File: config.mk
export PLATFORM = sky130hd
export DESIGN_NAME = bus_ctrl16
export DESIGN_NICKNAME = d
export VERILOG_FILES = /design/src/rtl/bus_ctrl16.sv
export SDC_FILE = /design/constraint.sdc
export NUM_CORES = 1
export LEC_CHECK = 0
export ABC_CLOCK_PERIOD_IN_PS = 4800
export CAP_MARGIN = 5
export CORE_MARGIN = 2
export CORE_UTILIZATION = 40
export DETAILED_ROUTE_END_ITERATION = 10
export GPL_TIMING_DRIVEN = 0
export PLACE_DENSITY = 0.81
export REMOVE_ABC_BUFFERS = 1
export SLEW_MARGIN = 10
export SYNTH_ARGS = -nofsm -noshare
export SYNTH_HDL_FRONTEND = slang
export SYNTH_SLANG_ARGS = --single-unit
File: constraint.sdc
create_clock -name clk -period 4.8 [get_ports clk]
set_clock_uncertainty 0.2 [all_clocks]
set_input_delay 0.96 -clock clk [delete_from_list [all_inputs] [get_ports clk]]
set_output_delay 0.96 -clock clk [all_outputs]
set_load 0.02 [all_outputs]
File: src/rtl/bus_ctrl16.sv
// Memory-bus controller for the 16-bit system: decodes CPU accesses into regions,
// inserts per-region wait states, registers read data and flags unmapped accesses.
module bus_ctrl16 #(
    parameter int NUM_SLAVES = 4,
    parameter int ADDR_WIDTH = 16,
    parameter int DATA_WIDTH = 16,
    parameter logic [NUM_SLAVES*ADDR_WIDTH-1:0] SLAVE_BASE = {16'hf000, 16'h3000, 16'h2000, 16'h0000},
    parameter logic [NUM_SLAVES*ADDR_WIDTH-1:0] SLAVE_MASK = {16'hf000, 16'hff00, 16'hff00, 16'hf000},
    parameter logic [NUM_SLAVES*4-1:0]          SLAVE_WAIT = {4'd1, 4'd1, 4'd1, 4'd1},
    parameter logic [DATA_WIDTH-1:0]            DEFAULT_RDATA = 16'h0000
) (
    input  logic                             clk,
    input  logic                             reset_n,
    input  logic                             cpu_valid,
    input  logic [ADDR_WIDTH-1:0]            cpu_addr,
    input  logic [DATA_WIDTH-1:0]            cpu_wdata,
    input  logic                             cpu_we,
    output logic                             cpu_ready,
    output logic [DATA_WIDTH-1:0]            cpu_rdata,
    output logic [ADDR_WIDTH-1:0]            slave_addr,
    output logic [DATA_WIDTH-1:0]            slave_wdata,
    output logic [NUM_SLAVES-1:0]            slave_sel,
    output logic                             slave_we,
    input  logic [NUM_SLAVES*DATA_WIDTH-1:0] slave_rdata,
    output logic                             bus_err,
    output logic [ADDR_WIDTH-1:0]            err_addr,
    input  logic                             err_clr,
    output logic [1:0]                       dbg_state
);

    // Handshake: the CPU holds cpu_valid with stable addr/data/we until it sees the
    // one-cycle cpu_ready pulse; the controller never samples a request during RESP.
    typedef enum logic [1:0] {
        S_IDLE   = 2'd0,
        S_ACCESS = 2'd1,
        S_RESP   = 2'd2
    } state_t;

    state_t          r_state;
    logic [3:0]      r_cnt;
    logic [2:0]      r_idx;
    logic            r_we;

    logic            w_hit;
    logic [2:0]      w_idx;
    logic [3:0]      w_wait;
    logic [DATA_WIDTH-1:0] w_rsel;

    // Scan from the top slot down so the lowest matching index is the one kept.
    always_comb begin
        w_hit = 1'b0;
        w_idx = 3'd0;
        for (int i = NUM_SLAVES - 1; i >= 0; i--) begin
            if ((cpu_addr & SLAVE_MASK[i*ADDR_WIDTH +: ADDR_WIDTH]) == SLAVE_BASE[i*ADDR_WIDTH +: ADDR_WIDTH]) begin
                w_hit = 1'b1;
                w_idx = 3'(i);
            end
        end
    end

    assign w_wait    = SLAVE_WAIT[w_idx*4 +: 4];
    assign w_rsel    = slave_rdata[r_idx*DATA_WIDTH +: DATA_WIDTH];
    assign dbg_state = r_state;

    always_ff @(posedge clk or negedge reset_n) begin
        if (!reset_n) begin
            r_state     <= S_IDLE;
            r_cnt       <= 4'd0;
            r_idx       <= 3'd0;
            r_we        <= 1'b0;
            cpu_ready   <= 1'b0;
            cpu_rdata   <= '0;
            slave_addr  <= '0;
            slave_wdata <= '0;
            slave_sel   <= '0;
            slave_we    <= 1'b0;
            bus_err     <= 1'b0;
            err_addr    <= '0;
        end else begin
            cpu_ready <= 1'b0;
            slave_we  <= 1'b0;
            if (err_clr) begin
                bus_err  <= 1'b0;
                err_addr <= '0;
            end
            case (r_state)
                S_IDLE: begin
                    if (cpu_valid) begin
                        slave_addr  <= cpu_addr;
                        slave_wdata <= cpu_wdata;
                        r_we        <= cpu_we;
                        r_idx       <= w_idx;
                        if (w_hit) begin
                            slave_sel <= NUM_SLAVES'(1) << w_idx;
                            r_cnt     <= w_wait;
                            slave_we  <= cpu_we && (w_wait == 4'd0);
                            r_state   <= S_ACCESS;
                        end else begin
                            // A same-cycle clear loses to the new error, which then records its address.
                            cpu_rdata <= DEFAULT_RDATA;
                            bus_err   <= 1'b1;
                            if (!bus_err || err_clr) begin
                                err_addr <= cpu_addr;
                            end
                            cpu_ready <= 1'b1;
                            r_state   <= S_RESP;
                        end
                    end
                end
                S_ACCESS: begin
                    if (r_cnt != 4'd0) begin
                        r_cnt    <= r_cnt - 4'd1;
                        slave_we <= r_we && (r_cnt == 4'd1);
                    end else begin
                        cpu_rdata <= w_rsel;
                        slave_sel <= '0;
                        cpu_ready <= 1'b1;
                        r_state   <= S_RESP;
                    end
                end
                S_RESP:  r_state <= S_IDLE;
                default: r_state <= S_IDLE;
            endcase
        end
    end

endmodule
==> results of run 1 <==
logic make-up (layout without fill, tap and decap cells):
| family | after synthesis | in the layout | synth area share |
|---|---|---|---|
| compound gates | 47 | 47 | 0.1213 |
| fa+ha+maj | 3 | 3 | 0.01046 |
| simple gates | 138 | 138 | 0.1754 |
| flops | 80 | 80 | 0.5579 |
| xor+xnor | 1 | 1 | 0.002441 |
| buf+inv | 22 | 198 | 0.02929 |
| mux | 17 | 17 | 0.1032 |
flip-flops by register name, indices dropped and copies added, names as in the netlist:
signal       flops
bus_err          1
slave_we         1
r_we             1
cpu_ready        1
r_idx            2
slave_sel        4
err_addr        16
r_cnt            4
cpu_rdata       16
slave_addr      16
dbg_state        2
slave_wdata     16
power breakdown:
part | total [uW] | switching (uW) | internal, uW
Clock | 609 | 246 | 362
Combinational | 1110 | 556 | 559
Sequential | 1000 | 133 | 869
worst max-delay path: cells and delay by family:
family,cells,cell delay (ns)
simple gates,3,1.17
buf+inv,3,0.92
compound gates,1,0.27
cell usage in the layout, fill, tap and decap left out, types with 2 or more instances in the layout:
cell             count
dfrtp_1             80
bufinv_16            3
mux4_2              16
and2_2               2
nor4_1               2
o21ai_0              2
inv_2                2
clkdlybuf4s50_1    172
o31ai_1              2
buf_4                2
a22o_2               9
a31oi_4              2
nor2_1               3
a31o_2               2
a22o_1              23
a32o_1               2
ha_1                 3
nand2_1            109
nand2b_1             3
nor3b_1              2
buf_6                2
clkbuf_8            10
inv_1                2
Yosys cell counts (2+ instances only):
library cell	count
nand2_1	109
dfrtp_1	80
a22o_1	23
mux4_2	16
a22o_2	9
clkbuf_1	8
buf_2	6
ha_1	3
nand2b_1	3
nor2_1	3
nor3b_1	3
a31o_2	2
a31oi_4	2
a32o_1	2
and2_2	2
buf_4	2
inv_1	2
inv_2	2
nor4_1	2
o21ai_0	2
o31ai_1	2
or3b_1	2
per-stage QoR:
stage	util	total power (uW)	cells	setup WS (ns)
after floorplan	-	1537	290	0.3653
after CTS	0.6534	2759	592	1.584
after detailed placement	0.6244	2137	576	1.212
final	0.6534	2726	592	1.570
after global routing	0.6534	2877	592	1.429
after global placement	0.6152	2087	571	-2.010
cell type report:
type,instances,share of cell area
Sequential cell,80,0.3513
Timing Repair Buffer,178,0.3171
Multi-Input combinational cell,206,0.2609
Clock buffer,10,0.02415
Tap cell,108,0.02372
Clock inverter,6,0.02020
Inverter,4,0.002635
routing by layer:
layer / vias up / part of all wire
met2: 107 / 0.51
li1: 1429 / -
met1: 1509 / 0.41
met5: - / 0
met4: 0 / 0.011
met3: 9 / 0.065
worst max path at each step:
stage / from / endpoint / slack (ns) / cells past startpoint
6_report: cpu_valid / err_addr[15]$_DFF_PN0_ / 1.57 / 7
5_1_grt: cpu_valid / err_addr[1]$_DFF_PN0_ / 1.43 / 7
4_1_cts: cpu_valid / err_addr[15]$_DFF_PN0_ / 1.58 / 7
3_5_place_dp: cpu_valid / err_addr[15]$_DFF_PN0_ / 1.21 / 7
3_3_place_gp: cpu_valid / cpu_rdata[5]$_DFFE_PN0P_ / -2.01 / 4
2_1_floorplan: cpu_valid / cpu_rdata[0]$_DFFE_PN0P_ / 0.37 / 3
==> reports/metrics.cfg, run 1 <==
[clock_network]
clock_latency_ns=0.33
ctsLongestPathBuffers=2
ctsResizeCount=0
clk_pin_slew_ns=0.08
cts_max_level=3
hold_buffers=0
cts-root-buf=clkbuf_8
clock_sinks=80
cts_tree=built
cts_made_buffers=9
post_cts_buffers=0

[synthesis]
synthTopCellsByArea=dfrtp_1, nand2_1, mux4_2
synth.ff_latch_count=80
synth_cell_types=45
synth_top_cell_by_area=dfrtp_1
ys_seq_area_frac=0.5579
synth_top_area_frac=0.5579
yosysWarningCount=0
synthFlopType=dfrtp_1
syn_area_sq_um=3588
synth-edff-count=0
postSynthAreaPerCell_sq_um=11.65
syn_inst=308
async_flop_share=1.000

[grt]
grt-busiest-layer=met2
grtUsageMet1=0.2688
first_global_vias=3164
grt_max_degree=46
grtUsageMet3=0.05461
grt.overflow.total=0
grt_antenna_before_repair=0
grtUsageMet2=0.3459
grt_pass1_wl_mm=16.01
grt_usage=0.2070

[pwr]
power_density_nw_per_um2=478.4
p_leak_uw=0.002510
irDropWorstVdd_uv=316.3

[cells_and_area]
stdcell_area_sq_um=5698
nets=583
seq_area_sq_um=2002
nFillCells=686
drive_above_1_share=0.1384
syn2layout_area_growth_pct=58.79
diodes=0
multi_input_area_sq_um=1486

[floorplan]
core_sq_um=8721
initial_core_util=0.4115
die_area_sq_um=9745
rows=34
die_x_um=98.72
dieHeight_um=98.72
ios=174

[sta]
relSlewSlack=0.2720
drv_slew=0
hold_viol=0
rsz0062_at_grt=false
fmax_mhz=309.6
period_share=0.6728
tightest_slew_ns=1.086
setup_tns_ns=0
whs_ns=0.2767
setup_viol=0
finalCriticalPeriod_ns=3.230

[worst_setup_path]
max_stage_delay_ns=0.82
rr_startpoint=dbg_state[0]$_DFFE_PN0P_
path_max_fanout=16
ff2ff_setup_slack_ns=2.23
cp_cell_sequence=clkdlybuf4s50_1 -> nor3b_2 -> buf_4 -> buf_6 -> nand2_1 -> nor3_2 -> a22o_2
rr_endpoint=err_addr[15]$_DFF_PN0_
cp.required_ns=4.88
arrival_ns=3.31
worst_setup_path_end_kind=flop
ff2ff_path_depth=6
start_kind=input pin
slowest_stage=nor3_2
path_class=input pin to flop

[drt]
antenna_left=0
drc=0
vias=3054
wl_per_cell_um=16.69
firstDrtPassIters=4
first_iter_violations=93
viasPerCell=5.159
wl_mm=9.878

[placement]
dpl_cell_area_sq_um=5445
io_buffer_count=173
gp_congestion=0.7592
dpl.hpwl_mm=7.401

[hold_path]
hp-class=flop to flop
worstHoldPathCells=2
worstHoldStart=slave_wdata[5]$_DFFE_PN0P_
hold_end=slave_wdata[5]$_DFFE_PN0P_

[status]
status=completed

[run]
maxCapViolations=0

No activity file was read; power rests on OpenSTA's default activity.
==> inputs of run 2 (changes only) <==
--- a/config.mk
+++ b/config.mk
@@ -5,7 +5,7 @@
 export SDC_FILE = /design/constraint.sdc
 export NUM_CORES = 1
 export LEC_CHECK = 0
-export ABC_CLOCK_PERIOD_IN_PS = 4800
+export ABC_CLOCK_PERIOD_IN_PS = 3300
 export CAP_MARGIN = 5
 export CORE_MARGIN = 2
 export CORE_UTILIZATION = 40
==> constraint.sdc (replaced) <==
create_clock -name clk -period 3.3 [get_ports clk]
set_clock_uncertainty 0.2 [all_clocks]
set_input_delay 0.66 -clock clk [delete_from_list [all_inputs] [get_ports clk]]
set_output_delay 0.66 -clock clk [all_outputs]
set_load 0.02 [all_outputs]
==> results of run 2 <==
The final DEF is identical to that of run 1. Status: completed.
Among the figures that moved: setup slack after placement 1.212 ns -> 0.01187 ns; clock-pin slew on the worst setup and hold paths 0.08 ns -> 0.09 ns; setup slack after layout 1.570 ns -> 0.3703 ns; hold slack 0.2767 ns -> 0.05498 ns; register-to-register setup slack 2.23 ns -> 0.73 ns; total power 2726 uW -> 3965 uW; worst IR drop on VDD 316.3 uV -> 460.1 uV
==> inputs of run 3 (changes only) <==
--- a/config.mk
+++ b/config.mk
@@ -8,10 +8,10 @@
 export ABC_CLOCK_PERIOD_IN_PS = 3300
 export CAP_MARGIN = 5
 export CORE_MARGIN = 2
-export CORE_UTILIZATION = 40
+export CORE_UTILIZATION = 41
 export DETAILED_ROUTE_END_ITERATION = 10
 export GPL_TIMING_DRIVEN = 0
-export PLACE_DENSITY = 0.81
+export PLACE_DENSITY = 0.83
 export REMOVE_ABC_BUFFERS = 1
 export SLEW_MARGIN = 10
 export SYNTH_ARGS = -nofsm -noshare
==> run 3 against run 2 <==
Sequential cell count stayed put; total power is 1.3% lower; fmax is 3.9% higher; critical path depth is 1 lower; cell area is 0.22% lower; sequential share of layout area is 0.077 points higher; worst hold slack worse by 0.042 ns; via count is 0.46% lower; global-route usage is 0.98 points higher; final cell count stayed put; critical path type unchanged.
==> reports/metrics.cfg, run 3 (synthesis results as in run 1) <==
[grt]
first_global_vias=3286
grt.overflow.total=0
grt_usage=0.2168
grt_antenna_before_repair=0
grt_pass1_wl_mm=16.50
grt_max_degree=53

[clock_network]
cts_made_buffers=9
clock_sinks=80
clock_latency_ns=0.35
cts_max_level=3
ctsLongestPathBuffers=2
cts-root-buf=clkbuf_8
clk_pin_slew_ns=0.10
post_cts_buffers=0
cts_tree=built

[sta]
finalCriticalPeriod_ns=2.819
setup_viol=0
tightest_slew_ns=1.004
period_share=0.8542
relSlewSlack=0.3309
rsz0062_at_grt=false
setup_tns_ns=0
fmax_mhz=354.8
hold_viol=0
drv_slew=0
layout_setup_ws_ns=0.4812

[run]
maxCapViolations=0

[worst_setup_path]
ff2ff_setup_slack_ns=0.80
rr_startpoint=dbg_state[0]$_DFFE_PN0P_
rr_endpoint=err_addr[15]$_DFF_PN0_
path_max_fanout=16
cp.required_ns=3.39
start_kind=input pin
path_class=input pin to flop
arrival_ns=2.91
ff2ff_path_depth=5
worst_setup_path_end_kind=flop

[floorplan]
initial_core_util=0.4176
rows=34
ios=174
die_x_um=97.56
core_sq_um=8593
dieHeight_um=97.56
die_area_sq_um=9517

[placement]
dp_slack_ns=-0.1955
io_buffer_count=173
place_inst=576
gp_congestion=0.7981
dpl.hpwl_mm=7.443

[drt]
vias=3040
viasPerCell=5.135
drc=0
antenna_left=0
wl_per_cell_um=16.73
firstDrtPassIters=4
first_iter_violations=135
wl_mm=9.903

[pwr]
p_leak_uw=0.002502
finalPower_uw=3915
power_density_nw_per_um2=688.6
irDropWorstVdd_uv=473.0

[cells_and_area]
diodes=0
final_util=0.6616
syn2layout_area_growth_pct=58.44
drive_above_1_share=0.1384
nets=583
fin_cells=592
nFillCells=651
most-common-layout-cells=clkdlybuf4s50_1, nand2_1, dfrtp_1
multi_input_area_sq_um=1493
mostFrequentLayoutCell=clkdlybuf4s50_1
seq_area_sq_um=2002

[status]
status=completed

[hold_path]
hp-class=input pin to asynchronous set/reset pin

## run 3: metal layers
layer / vias to the layer above / wire (um) / track usage
met5: - / 0 / 0
met2: 94 / 5050 / 0.3692
met4: 0 / 114 / 0.05769
met3: 11 / 573 / 0.05396
met1: 1506 / 4164 / 0.2779
li1: 1429 / - / -
## run 3: through the flow
| stage | hold slack [ns] | cell area [sq um] |
|---|---|---|
| global route | 0.02295 | 5685 |
| detailed placement | 0.2609 | 5449 |
| CTS | 0.01650 | 5679 |
| finish | 0.01341 | 5685 |
| global placement | 0.2581 | 5365 |
| floorplan | 0.1644 | 3498 |
## run 3: cell type report
| type | instances | area share |
|---|---|---|
| clock inverter | 7 | 0.01871 |
| sequential | 80 | 0.3521 |
| multi-input combinational | 206 | 0.2625 |
| tap | 108 | 0.02377 |
| timing repair buffer | 178 | 0.3184 |
| inverter | 4 | 0.002641 |
| clock buffer | 9 | 0.02179 |
## run 3: worst max path at each step
stage	end	start	cells past startpoint
5_1_grt	err_addr[11]$_DFF_PN0_	cpu_valid	6
3_3_place_gp	cpu_rdata[3]$_DFFE_PN0P_	cpu_valid	4
3_5_place_dp	err_addr[11]$_DFF_PN0_	cpu_valid	6
2_1_floorplan	cpu_rdata[0]$_DFFE_PN0P_	cpu_valid	3
6_report	err_addr[15]$_DFF_PN0_	cpu_valid	6
4_1_cts	err_addr[11]$_DFF_PN0_	cpu_valid	6
## run 3: report_power, final
group	switching, uW	internal, uW
Clock	390	441
Sequential	194	1260
Combinational	810	815
Total	1400	2520
## run 3: what timing repair did
action / 4_1_cts / 5_1_grt
gates resized for setup: 0 / 1
endpoints found under the setup margin: 0 / 1
hold buffers: 0 / 0
## run 3: critical path, cell delays in order
cell and delay (ns):
clkdlybuf4s50_1 0.46, nor3b_2 0.67, buf_6 0.24, nand2_1 0.09
nor3_4 0.54, a22o_2 0.24
